[config.mk]
export PLATFORM = sky130hd
export DESIGN_NAME = fetch_controller
export DESIGN_NICKNAME = d
export VERILOG_FILES = /design/src/rtl/fetch_controller.sv
export SDC_FILE = /design/constraint.sdc
export NUM_CORES = 1
export LEC_CHECK = 0
export BUFFER_PORTS_ARGS = -buffer_cell sky130_fd_sc_hd__buf_2
export CORE_ASPECT_RATIO = 1.75
export CORE_MARGIN = 3
export CORE_UTILIZATION = 51
export CTS_BUF_LIST = sky130_fd_sc_hd__clkbuf_8
export CTS_CLUSTER_DIAMETER = 80
export DETAILED_ROUTE_END_ITERATION = 16
export PLACE_DENSITY = 0.74
export SLEW_MARGIN = 40
export SYNTH_ARGS = -nofsm -noshare
export SYNTH_HDL_FRONTEND = slang
export SYNTH_SLANG_ARGS = --single-unit
[constraint.sdc]
create_clock -name clk -period 3.42 [get_ports clk]
set_input_delay 0.171 -clock clk [delete_from_list [all_inputs] [get_ports clk]]
set_output_delay 0.171 -clock clk [all_outputs]
set_load 0.02 [all_outputs]
[src/rtl/fetch_controller.sv]
// Instruction-fetch sequencer: owns the fetch PC and issues requests to a variable-latency imem.
// Latency: a response accepted in cycle n shows up on PC/Instruction/if_valid in cycle n+1.
// Backpressure: freeze parks one fetched word and holds the outputs; redirects drain the outstanding request.
//
// Ports:
//   clk, rst              clock and synchronous active-high reset
//   freeze                hazard stall, holds the IF/ID outputs
//   Br_taken/Branch_Address  single-cycle redirect pulse and its target
//   imem_req/imem_addr    request to instruction memory (address stable while outstanding)
//   imem_ready/imem_rdata response handshake, data valid in the ready cycle
//   PC/Instruction/if_valid  registered IF/ID payload (PC is fetched address + 4)
module fetch_controller #(
   parameter logic [31:0] RESET_PC = 32'h0000_0000
) (
   input  logic        clk,
   input  logic        rst,
   input  logic        freeze,
   input  logic        Br_taken,
   input  logic [31:0] Branch_Address,
   output logic        imem_req,
   output logic [31:0] imem_addr,
   input  logic        imem_ready,
   input  logic [31:0] imem_rdata,
   output logic [31:0] PC,
   output logic [31:0] Instruction,
   output logic        if_valid
);

   typedef enum logic [1:0] {
      S_REQ   = 2'd0,
      S_PARK  = 2'd1,
      S_DRAIN = 2'd2
   } state_t;

   state_t      state, state_nxt;
   logic [31:0] addr_reg, addr_nxt;
   logic [31:0] tgt_reg, tgt_nxt;
   logic [31:0] park_instr, park_instr_nxt;
   logic [31:0] park_pc, park_pc_nxt;
   logic [31:0] pc_nxt;
   logic [31:0] instr_nxt;
   logic        valid_nxt;
   logic [31:0] addr_inc;

   // Wraps naturally at 2^32.
   assign addr_inc  = addr_reg + 32'd4;

   // Request is suppressed while reset is held so nothing is issued in the reset cycle.
   assign imem_req  = !rst && (state != S_PARK);
   assign imem_addr = addr_reg;

   always_ff @(posedge clk) begin
      if (rst) begin
         state       <= S_REQ;
         addr_reg    <= RESET_PC;
         tgt_reg     <= 32'd0;
         park_instr  <= 32'd0;
         park_pc     <= 32'd0;
         PC          <= 32'd0;
         Instruction <= 32'd0;
         if_valid    <= 1'b0;
      end else begin
         state       <= state_nxt;
         addr_reg    <= addr_nxt;
         tgt_reg     <= tgt_nxt;
         park_instr  <= park_instr_nxt;
         park_pc     <= park_pc_nxt;
         PC          <= pc_nxt;
         Instruction <= instr_nxt;
         if_valid    <= valid_nxt;
      end
   end

   always_comb begin
      state_nxt      = state;
      addr_nxt       = addr_reg;
      tgt_nxt        = tgt_reg;
      park_instr_nxt = park_instr;
      park_pc_nxt    = park_pc;
      pc_nxt         = PC;
      instr_nxt      = Instruction;
      valid_nxt      = if_valid;

      case (state)
         S_REQ: begin
            if (imem_ready) begin
               if (Br_taken) begin
                  // Response is for the wrong path; refetch at the target.
                  addr_nxt  = Branch_Address;
                  valid_nxt = 1'b0;
               end else if (freeze) begin
                  park_instr_nxt = imem_rdata;
                  park_pc_nxt    = addr_inc;
                  addr_nxt       = addr_inc;
                  state_nxt      = S_PARK;
               end else begin
                  instr_nxt = imem_rdata;
                  pc_nxt    = addr_inc;
                  valid_nxt = 1'b1;
                  addr_nxt  = addr_inc;
               end
            end else if (Br_taken) begin
               // The request can't be withdrawn, so remember the target and drain.
               tgt_nxt   = Branch_Address;
               valid_nxt = 1'b0;
               state_nxt = S_DRAIN;
            end
         end

         S_PARK: begin
            if (Br_taken) begin
               park_instr_nxt = 32'd0;
               park_pc_nxt    = 32'd0;
               addr_nxt       = Branch_Address;
               valid_nxt      = 1'b0;
               state_nxt      = S_REQ;
            end else if (!freeze) begin
               instr_nxt = park_instr;
               pc_nxt    = park_pc;
               valid_nxt = 1'b1;
               state_nxt = S_REQ;
            end
         end

         S_DRAIN: begin
            if (Br_taken) begin
               // Latest redirect wins, even when it lands on the draining response.
               tgt_nxt = Branch_Address;
               if (imem_ready) begin
                  addr_nxt  = Branch_Address;
                  state_nxt = S_REQ;
               end
            end else if (imem_ready) begin
               addr_nxt  = tgt_reg;
               state_nxt = S_REQ;
            end
         end

         default: state_nxt = S_REQ;
      endcase
   end

endmodule
* Word-level counts from Yosys, hierarchy flattened *
Index checks and enable logic that the tools add are counted.
W data, S select, Z words.

word-level totals
  input bits = 69
  logic and storage cells = 81
  output and inout bits = 98
  bits in registers = 195

operators by class
  eq/ne operators = 16
  reductions and logical operators = 12
  multiplexer cells = 44
  add/subtract/negate cells = 1

operators with widths
  kind                     count
  $mux W32                 25
  $pmux W32 S2             5
  $pmux W32 S3             1
  $add A32 B3 Y32 const B  1
  $ne A2 B2 Y1 const B     9
  $mux W2                  7
  $ne A3 B3 Y1 const B     4
  $reduce_and A5 Y1        2
  $pmux W2 S3              1
  $reduce_and A6 Y1        1
  $mux W1                  4
  $reduce_and A2 Y1        2
  $reduce_and A4 Y1        1
  $reduce_bool A2 Y1       2
  $reduce_bool A3 Y1       1
  $eq A2 B1 Y1 const B     1
  $eq A2 B2 Y1 const B     1
  $logic_not A2 Y1         1
  $ne A2 B1 Y1 const B     1
  $pmux W1 S2              1
  $logic_and A1 B1 Y1      1
  $logic_not A1 Y1         1

* Logic depth before layout (Yosys ltp) *
Gate-level depths: netlist (run 1).

  depth in word-level cells = 5
  gate-level depth with buffers = 10
  mapped depth without buffers = 7

* Least setup slack after synthesis (run 1) *
No wires, ideal clock.

  path type = flip-flop to flip-flop
  start = reg state[0]
  end = reg addr_reg[31] (netlist: imem_addr[31])
  period minus slack after synthesis = 2198 ps
  arrival = 2079 ps
  path buffers = 2
  cell stages (with the launch flop) = 10
  data required time = 3301 ps
  setup slack = 1222 ps
  cell sequence = dfxtp_1 inv_1 ha_1 buf_6 o21ba_2 or3_1 buf_2 a221oi_1 a21oi_1 o221a_2

between the ends
  word-level cells in the longest chain between the ends = 3
  elaborated cells between the ends (all ways) = 9
  classes of those cells = 5 x eq/ne; 1 x mux; 3 x reduce/logical

ends and longest elaborated chain
  element                                                              line  RTL
  start: declaration                                                   35    state_t state, state_nxt;
  start signal: assignment                                             63    state <= state_nxt;
  $eq A2 B1 Y1 (tied with other cells)                                 84    case (state)
  $ne A2 B2 Y1 (no source line) or $reduce_bool A3 Y1 (tied branches)  --
  $reduce_and A4 Y1 (no source line)                                   --
  end signal: assignment                                               64    addr_reg <= addr_nxt;
  end: declaration                                                     36    logic [31:0] addr_reg, addr_nxt;

Parallel ways exist; a longest one is shown, timed or not.
A chain may end at the register's enable or synchronous reset.

* Final worst setup path (run 1) *
  start = reg state[0]
  end = reg addr_reg[13] (netlist: imem_addr[13])

Same word-level chain as after synthesis.

==> run summary, run 1 <==
worst r2r dst: imem_addr[13]
FP Rows: 65
max-slew violations: 0
Reg2Reg Setup Slack: 660 ps
area of the multi-input gates: 0.00513 sq mm
Critical Path, Cell by Cell: inv_1, ha_1, o21ba_2, or3_1, buf_4, a221o_1, o21ai_0, a21oi_1
Worst Hold Class: input pin to flop
Register Area: 0.00390 sq mm
pin count of the biggest net entering global routing: 72
GPL Wtd Cong: 0.903
initial DRC count: 824
Synth Area in Adders: 0.652%
post-synth top area share: 40.7%
main area contributors after synthesis: dfxtp_1, a21oi_1, nand2_1
top-count cell post-synth: dfxtp_1
Yosys top cell by area: dfxtp_1
Post-Synth Simple-Gate Area: 20.6%
vias in the first global route: 8501
total power per unit cell area: 453 mW/mm^2
via/cell ratio: 5.85
Initial Util: 52.7%
CTS tree: done
f_max: 363 MHz
#FFs+latches synth: 195
worst slew pin tran: 713 ps
Final Core Density: 63.0%
Yosys warning total: 0
Post-Synth XOR/XNOR Area: 1.73%
placed cell area: 0.0105 sq mm
H-tree levels: 4
area added between synthesis and finish: 19.6%
worst hold stages: 3
crit start category: flop
first-pass GRT wire length: 43.5 mm
critical path data required time: 3810 ps
Worst Setup SP: state[0]
Post-Syn Area: 0.00960 sq mm
WP data arrival: 3140 ps
CTS max path bufs: 2
hold path start: imem_ready
Total GRT Usage: 26.4%
top_reg_cell synth: dfxtp_1
Worst path slowest cell: or3_1
Critical Path End Type: flop
TritonRoute pass-1 iters: 6
ys async rst share: 0%
syn avg cell area: 8.31 sq um
Inserted Clock Buffers: 17
share of post-route cells with drive strength above 1: 19.6%
critical path fanouts, max: 22
Max-slew headroom: 52.0%
fin crit share: 80.6%
total gr overflow: 0
Antenna Nets Post-Route: 0
final setup TNS: 0 ps
initial antenna violation count: 0
ANT cells: 0
max_cap viols: 0
multiplexer share of the synthesized area: 5.53%
Lkg Pwr: 4.22 nW
fin crit period: 2760 ps
Synth Instances: 1154
Clk pin slew, worst setup/hold paths: 110 ps
post-CTS setup repair buffer count: 0
Net Count, Synth: 1228
IO Count: 167
Post-synth EDFFs: 0
Critical Path End: imem_addr[13]
Worst path max stage delay: 650 ps
Clock Skews: 16.3 ps
vias: 9208
Worst Path Class, Setup: flop to flop
Hold Fails Final Rpt: 0
port bufs: 166
core footprint: 0.0182 sq mm
final setup fails: 0
outcome: finished, final reports clean
Compound-Gate Fraction of Synth Area: 24.5%
most common library cells after synthesis: dfxtp_1, nand2_1, a21oi_1
routed len/inst: 17.4 um
# DRC: 0
Total Nets Final: 1402
clk_lat worst skew: 480 ps
WL final: 27.4 mm
CTS root buf: clkbuf_8
RSZ-0062 raised after global routing: false
Die H: 187 um
worst flop-to-flop path startpoint: state[0]
Die ar.: 0.0206 sq mm
Final HPWL DP: 19.2 mm
sequential cell area fraction in the yosys report: 40.7%
clock sinks: 195
cell depth of the worst flop-to-flop path: 8
Max rail drop VDD: 0.265 mV
die outline width: 110 um
post-route cell area: 0.0115 sq mm
Tot Pwr: 5.20 mW
fill count: 1623
Cell variety after synth: 79
largest family of logic cells by synthesized area: compound AO/OA/AOI/OAI gates
[cell families after synthesis]
family	count (synthesis)
AOI/OAI and AO/OA	350
DFF	195
and+or+nand+nor	413
xor gates and xnor gates	19
buffers and inverters	120
adders and majority gates	5
muxes	52
[through the flow]
step	worst slack (ps)	cells	hold WS (ps)
finish	662	1574	151
global route	493	1574	156
global placement	737	1478	428
detailed placement	690	1478	433
floorplan	1220	1154	307
CTS	689	1573	112
[layout by cell type (no fill, tap or decap), drive strengths merged, types with 5 or more instances in the layout]
cell type	synthesis	layout
dfxtp	195	195
buf	43	195
nand2	165	165
a21oi	129	129
nor2	82	82
nand3	69	69
dlygate4sd3	1	64
mux2i	47	47
a211oi	47	47
o21ai	32	32
nor3	23	23
inv	14	21
clkbuf	59	18
a22oi	17	17
o2bb2ai	17	17
nand4	15	15
xnor2	14	14
a221oi	13	13
a31oi	12	12
nor4	12	12
nand2b	10	10
and4	9	9
o21a	8	8
o211ai	8	8
or3	8	8
o221a	7	7
a221o	6	6
o221ai	5	5
nor2b	5	5
xor2	5	5
mux2	5	5
ha	5	5
[power breakdown]
group / internal, mW / leakage (nW) / switching (mW)
registers: 2.42 / 1.59 / 0.169
logic: 0.458 / 2.45 / 0.729
clock network: 0.544 / 0.175 / 0.887
[layout make-up]
cell class                      count  area share [%]
Sequential cell                   195            34.0
Clock buffer                       18            2.16
Multi-Input combinational cell    839            44.7
Tap cell                          234            2.55
Timing Repair Buffer              259            15.1
Clock inverter                     13            1.01
Inverter                           16           0.523
[layer usage]
layer	part of all wire [%]	up-vias	global-route usage (%)	wire length, um
li1	-	4561	-	-
met1	40	4270	32.5	11100
met2	51	324	44.8	13900
met3	5.3	53	3.59	1460
met4	3.4	0	11.9	941
met5	0	-	0	0
[critical path, delay by kind of cell (launching register included)]
family	cells	cell delay (ps)
DFF	1	430
and+or+nand+nor	1	650
adders and majority gates	1	340
AOI/OAI and AO/OA	4	780
buffers and inverters	2	460
[worst min path at each step]
stage                          to  slack (ps)
finish                   state[1]         150
detailed placement    tgt_reg[12]         430
global placement       tgt_reg[0]         430
CTS                      state[1]         110
floorplan             tgt_reg[22]         310
global route        park_instr[7]         160
[what timing repair did]
item                                   CTS  global route
endpoints found under the hold margin   64             0
hold buffers                            64             0
resized for setup                        0             0
No activity file was read; power rests on OpenSTA's default activity.
==> inputs of run 2 (changes only) <==
==> constraint.sdc (replaced) <==
create_clock -name clk -period 2.6 [get_ports clk]
set_input_delay 0.13 -clock clk [delete_from_list [all_inputs] [get_ports clk]]
set_output_delay 0.13 -clock clk [all_outputs]
set_load 0.02 [all_outputs]
==> run 2 against run 1 <==
Against the previous run: setup slack worse by 490 ps; hold slack worse by 83 ps; critical path depth up 1; critical path type unchanged.
==> run summary, run 2 (synthesis gave the netlist of run 1 again) <==
most frequent cells in the layout: dfxtp_1, buf_2, nand2_1
GR peak layer: met2
FP Rows: 65 (unchanged)
fin crit period: 2430 ps (-327 ps)
f_max: 411 MHz (+13%)
IO Count: 167 (unchanged)
vias: 9469 (+2.8%)
Critical Path End Type: flop
max_cap viols: 0 (unchanged)
Final Core Density: 64.3% (+1.2 points)
M3 GR Usage: 4.66% (+1.1 points)
Tot Pwr: 7.05 mW (+35%)
total gr overflow: 0 (unchanged)
Inserted Clock Buffers: 17 (unchanged)
first-pass GRT wire length: 45.9 mm (+5.4%)
critical path data required time: 3000 ps (-810 ps)
worst flop-to-flop path startpoint: state[0]
vias in the first global route: 8933 (+5.1%)
via/cell ratio: 5.91 (+1.1%)
Lkg Pwr: 4.37 nW (+3.7%)
Critical Path End: imem_addr[17]
cell depth of the worst flop-to-flop path: 9 (+1)
final setup TNS: 0 ps (unchanged)
pin count of the biggest net entering global routing: 79 (+9.7%)
Die ar.: 0.0206 sq mm (unchanged)
Hold Fails Final Rpt: 0 (unchanged)
H-tree levels: 4 (unchanged)
post-CTS setup repair buffer count: 0 (unchanged)
worst slew pin tran: 759 ps (+45.9 ps)
core footprint: 0.0182 sq mm (unchanged)
Worst path slowest cell: o211ai_1
max-slew violations: 0 (unchanged)
share of post-route cells with drive strength above 1: 21.3% (+1.7 points)
Die H: 187 um (unchanged)
routed len/inst: 18.1 um (+4.1%)
clk_lat worst skew: 480 ps (about the same)
CTS root buf: clkbuf_8
# DRC: 0 (unchanged)
Clock Skews: 11.9 ps (-4.39 ps)
initial DRC count: 770 (-6.6%)
met2 Track Usage GR: 46.9% (+2.0 points)
met1 GRT Util: 33.4% (+0.99 points)
Total Nets Final: 1429 (+1.9%)
final setup fails: 0 (unchanged)
WP data arrival: 2830 ps (-310 ps)
Final HPWL DP: 20.3 mm (+5.9%)
Total GRT Usage: 27.9% (+1.6 points)
area added between synthesis and finish: 22.0%
total power per unit cell area: 602 mW/mm^2 (+33%)
WL final: 29.0 mm (+5.9%)
Critical Path, Cell by Cell: inv_1, buf_4, ha_1, buf_4, inv_1, o211ai_1, a21oi_1, a31o_2, a221oi_1
initial antenna violation count: 0 (unchanged)
die outline width: 110 um (unchanged)
critical path fanouts, max: 9 (-59%)
Crit path buffers/inverters: 4 (+2)
RSZ-0062 raised after global routing: false
outcome: finished, final reports clean
Levels on crit path: 9 (+1)
GPL Wtd Cong: 0.932 (+3.2%)
CTS max path bufs: 2 (unchanged)
crit start category: flop
most common cell after layout, fill and taps aside: dfxtp_1
fin crit share: 93.5% (+13 points)
Worst Path Class, Setup: flop to flop
clock sinks: 195 (unchanged)
CTS tree: done
Antenna Nets Post-Route: 0 (unchanged)
worst r2r dst: imem_addr[17]
Max rail drop VDD: 0.334 mV (+26%)
ANT cells: 0 (unchanged)
Worst path max stage delay: 630 ps (-20 ps)
Initial Util: 52.7% (unchanged)
Reg2Reg Setup Slack: 170 ps (-490 ps)
Worst Hold Class: input pin to flop
port bufs: 166 (unchanged)
Worst Setup SP: state[0]
TritonRoute pass-1 iters: 5 (-1)
Top delay family on crit path: compound AO/OA/AOI/OAI gates
Clk pin slew, worst setup/hold paths: 100 ps (about the same)
Max-slew headroom: 49.4% (-2.7 points)
-- run 2: repair_timing --
| action | 4_1_cts | 5_1_grt |
|---|---|---|
| hold endpoints to repair | 105 | 0 |
| hold buffers | 65 | 0 |
| resized for setup | 0 | 1 |
| endpoints found under the setup margin | 0 | 5 |
-- run 2: layout make-up --
class	count	area [sq um]
Tap cell	234	293
Multi-Input combinational cell	839	5120
Timing Repair Buffer	286	1930
Sequential cell	195	3900
Clock buffer	20	275
Clock inverter	11	125
Inverter	16	60.1
Fill cell	1629	6510
-- run 2: per-layer routing --
layer  part of all wire, %  routed length (um)
met5                     0                   0
met1                    40               11600
met2                    49               14300
met4                   5.1                1480
met3                   5.5                1610
-- run 2: tightest hold or removal path, cell delays in order --
cell	delay, ps
buf_2	140
o21bai_1	140
a221oi_1	80
-- run 2: metrics by stage --
stage,hold WS (ps),cells,setup slack [ps],instance area [sq um]
floorplan,266,1154,402,9600
global placement,389,1505,86.9,10600
detailed placement,394,1505,139,10600
CTS,34.2,1601,117,11700
global route,80.3,1601,6.62,11700
finish,68.3,1601,169,11700
-- run 2: report_power, final --
group / leakage [nW] / switching, mW / internal [mW]
combinational: 2.58 / 1.02 / 0.646
sequential: 1.59 / 0.197 / 3.18
clock: 0.201 / 1.08 / 0.929
-- run 2: how the worst min path moves through the flow --
| stage | startpoint | cells past startpoint | to |
|---|---|---|---|
| 2_1_floorplan | Branch_Address[22] | 2 | tgt_reg[22] |
| 3_3_place_gp | Branch_Address[0] | 3 | tgt_reg[0] |
| 3_5_place_dp | Branch_Address[1] | 3 | tgt_reg[1] |
| 4_1_cts | imem_ready | 3 | state[1] |
| 5_1_grt | imem_ready | 3 | state[1] |
| 6_report | imem_ready | 3 | state[1] |
==> inputs of run 3 (changes only) <==
--- a/config.mk
+++ b/config.mk
@@ -6,6 +6,7 @@
 export NUM_CORES = 1
 export LEC_CHECK = 0
 export BUFFER_PORTS_ARGS = -buffer_cell sky130_fd_sc_hd__buf_2
+export CAP_MARGIN = 20
 export CORE_ASPECT_RATIO = 1.75
 export CORE_MARGIN = 3
 export CORE_UTILIZATION = 51
@@ -13,6 +14,7 @@
 export CTS_CLUSTER_DIAMETER = 80
 export DETAILED_ROUTE_END_ITERATION = 16
 export PLACE_DENSITY = 0.74
+export REMOVE_ABC_BUFFERS = 1
 export SLEW_MARGIN = 40
 export SYNTH_ARGS = -nofsm -noshare
 export SYNTH_HDL_FRONTEND = slang
==> constraint.sdc (replaced) <==
create_clock -name clk -period 3.1 [get_ports clk]
set_input_delay 0.155 -clock clk [delete_from_list [all_inputs] [get_ports clk]]
set_output_delay 0.155 -clock clk [all_outputs]
set_load 0.02 [all_outputs]
==> run 3 against run 2 <==
Against the previous run: clock skew up 6.9 ps; core utilization down 1.1 points; sequential power down 16%; largest cell class unchanged; largest power group unchanged.
==> run summary, run 3 (synthesis gave the netlist of run 1 again) <==
clk_lat worst skew: 480 ps (about the same)
share of post-route cells with drive strength above 1: 19.7% (-1.6 points)
CTS tree: done
TritonRoute pass-1 iters: 6 (+1)
port bufs: 166 (unchanged)
initial DRC count: 752 (-2.3%)
Total Nets Final: 1402 (-1.9%)
pin count of the biggest net entering global routing: 142 (+80%)
Max-slew headroom: 49.6% (+0.18 points)
fin crit share: 86.1% (-7.4 points)
Reg2Reg Setup Slack: 430 ps (+260 ps)
worst hold stages: 2 (-1)
Lkg Pwr: 4.25 nW (-2.8%)
WP data arrival: 3060 ps (+230 ps)
Register Area: 0.00390 sq mm (unchanged)
total power per unit cell area: 512 mW/mm^2 (-15%)
GPL Wtd Cong: 0.961 (+3.1%)
total gr overflow: 0 (unchanged)
f_max: 375 MHz (-8.9%)
Worst Hold Class: input pin to flop
Final Core Density: 63.2% (-1.1 points)
Clock Skews: 18.8 ps (+6.86 ps)
most common cell after layout, fill and taps aside: dfxtp_1
Die H: 187 um (unchanged)
initial antenna violation count: 0 (unchanged)
Hold Fails Final Rpt: 0 (unchanged)
Final HPWL DP: 19.5 mm (-4.0%)
routed len/inst: 18.3 um (+1.3%)
vias: 9501 (+0.34%)
CTS root buf: clkbuf_8
ANT cells: 0 (unchanged)
# DRC: 0 (unchanged)
most frequent cells in the layout: dfxtp_1, buf_2, nand2_1
Clk pin slew, worst setup/hold paths: 110 ps (about the same)
clock sinks: 195 (unchanged)
post_cts resized: 0 (unchanged)
outcome: finished, final reports clean
final setup fails: 0 (unchanged)
die outline width: 110 um (unchanged)
critical path fanouts, max: 12 (+3)
Critical Path End Type: flop
WL final: 28.9 mm (-0.35%)
fin crit period: 2670 ps (+237 ps)
post-route cell area: 0.0115 sq mm (-1.6%)
via/cell ratio: 6.03 (+2.0%)
core footprint: 0.0182 sq mm (unchanged)
IO Count: 167 (unchanged)
Max rail drop VDD: 0.233 mV (-30%)
max-slew violations: 0 (unchanged)
area added between synthesis and finish: 20.0%
Die ar.: 0.0206 sq mm (unchanged)
fill count: 1629 (unchanged)
Inserted Clock Buffers: 17 (unchanged)
Total GRT Usage: 28.1% (+0.19 points)
placed cell area: 0.0105 sq mm (-1.7%)
vias in the first global route: 9148 (+2.4%)
Initial Util: 52.7% (unchanged)
H-tree levels: 4 (unchanged)
FP Rows: 65 (unchanged)
area of the multi-input gates: 0.00513 sq mm (about the same)
worst slew pin tran: 757 ps (-2.68 ps)
cell depth of the worst flop-to-flop path: 9 (unchanged)
Antenna Nets Post-Route: 0 (unchanged)
final setup TNS: 0 ps (unchanged)
RSZ-0062 raised after global routing: false
max_cap viols: 0 (unchanged)
first-pass GRT wire length: 46.5 mm (+1.4%)
crit start category: flop
CTS max path bufs: 2 (unchanged)
post-CTS setup repair buffer count: 0 (unchanged)
critical path data required time: 3490 ps (+490 ps)
Worst Path Class, Setup: flop to flop
[run 3: changes by cell type in the layout (fill, tap and decap cells not counted), moves of 2 or more]
cell / before / now
buf_4: 52 / 27
buf_6: 2 / 0
clkinv_2: 3 / 1
inv_6: 2 / 4
inv_8: 0 / 2
[run 3: power breakdown]
group          switching, mW  internal [mW]  leakage (nW)
Combinational          0.839          0.514          2.46
Clock                  0.989          0.710         0.204
Sequential             0.180           2.67          1.59
[run 3: timing repair]
action	in CTS	in global routing
hold buffers	64	0
setup endpoints to repair	0	0
endpoints found under the hold margin	79	0
[run 3: cell type report]
class | count | area share, %
tap | 234 | 2.54
clock buffer | 19 | 2.27
clock inverter | 13 | 1.24
timing repair buffer | 259 | 15.0
inverter | 16 | 0.522
sequential | 195 | 33.9
multi-input combinational | 839 | 44.5
[run 3: critical path: stages (launching register included)]
cell and delay [ps]:
dfxtp_1 440, inv_1 120, ha_1 490, clkinv_1 200, buf_4 200, nor3_2 310, buf_4 290, a221o_1 190
o21ai_0 90, a211oi_1 250
[run 3: per-layer routing]
metal	track usage, %	routed length [um]
met1	33.8	11400
met2	47.6	14500
met3	4.42	1640
met4	14.1	1340
met5	0	0
[run 3: final timing paths]
path | startpoint | endpoint
setup reg to reg | state[0] | imem_addr[29]
hold / removal | rst | park_pc[14]
setup / recovery | state[0] | imem_addr[29]
hold reg to reg | PC[10] | PC[10]
[run 3: through the flow]
stage	power (mW)	std cells	worst slack, ps	hold slack (ps)
floorplan	3.65	1050	-6850	221
global placement	4.14	1479	607	410
detailed placement	4.17	1479	499	416
CTS	5.92	1575	491	32.7
global route	6.17	1575	273	64.9
finish	5.90	1575	432	71.8
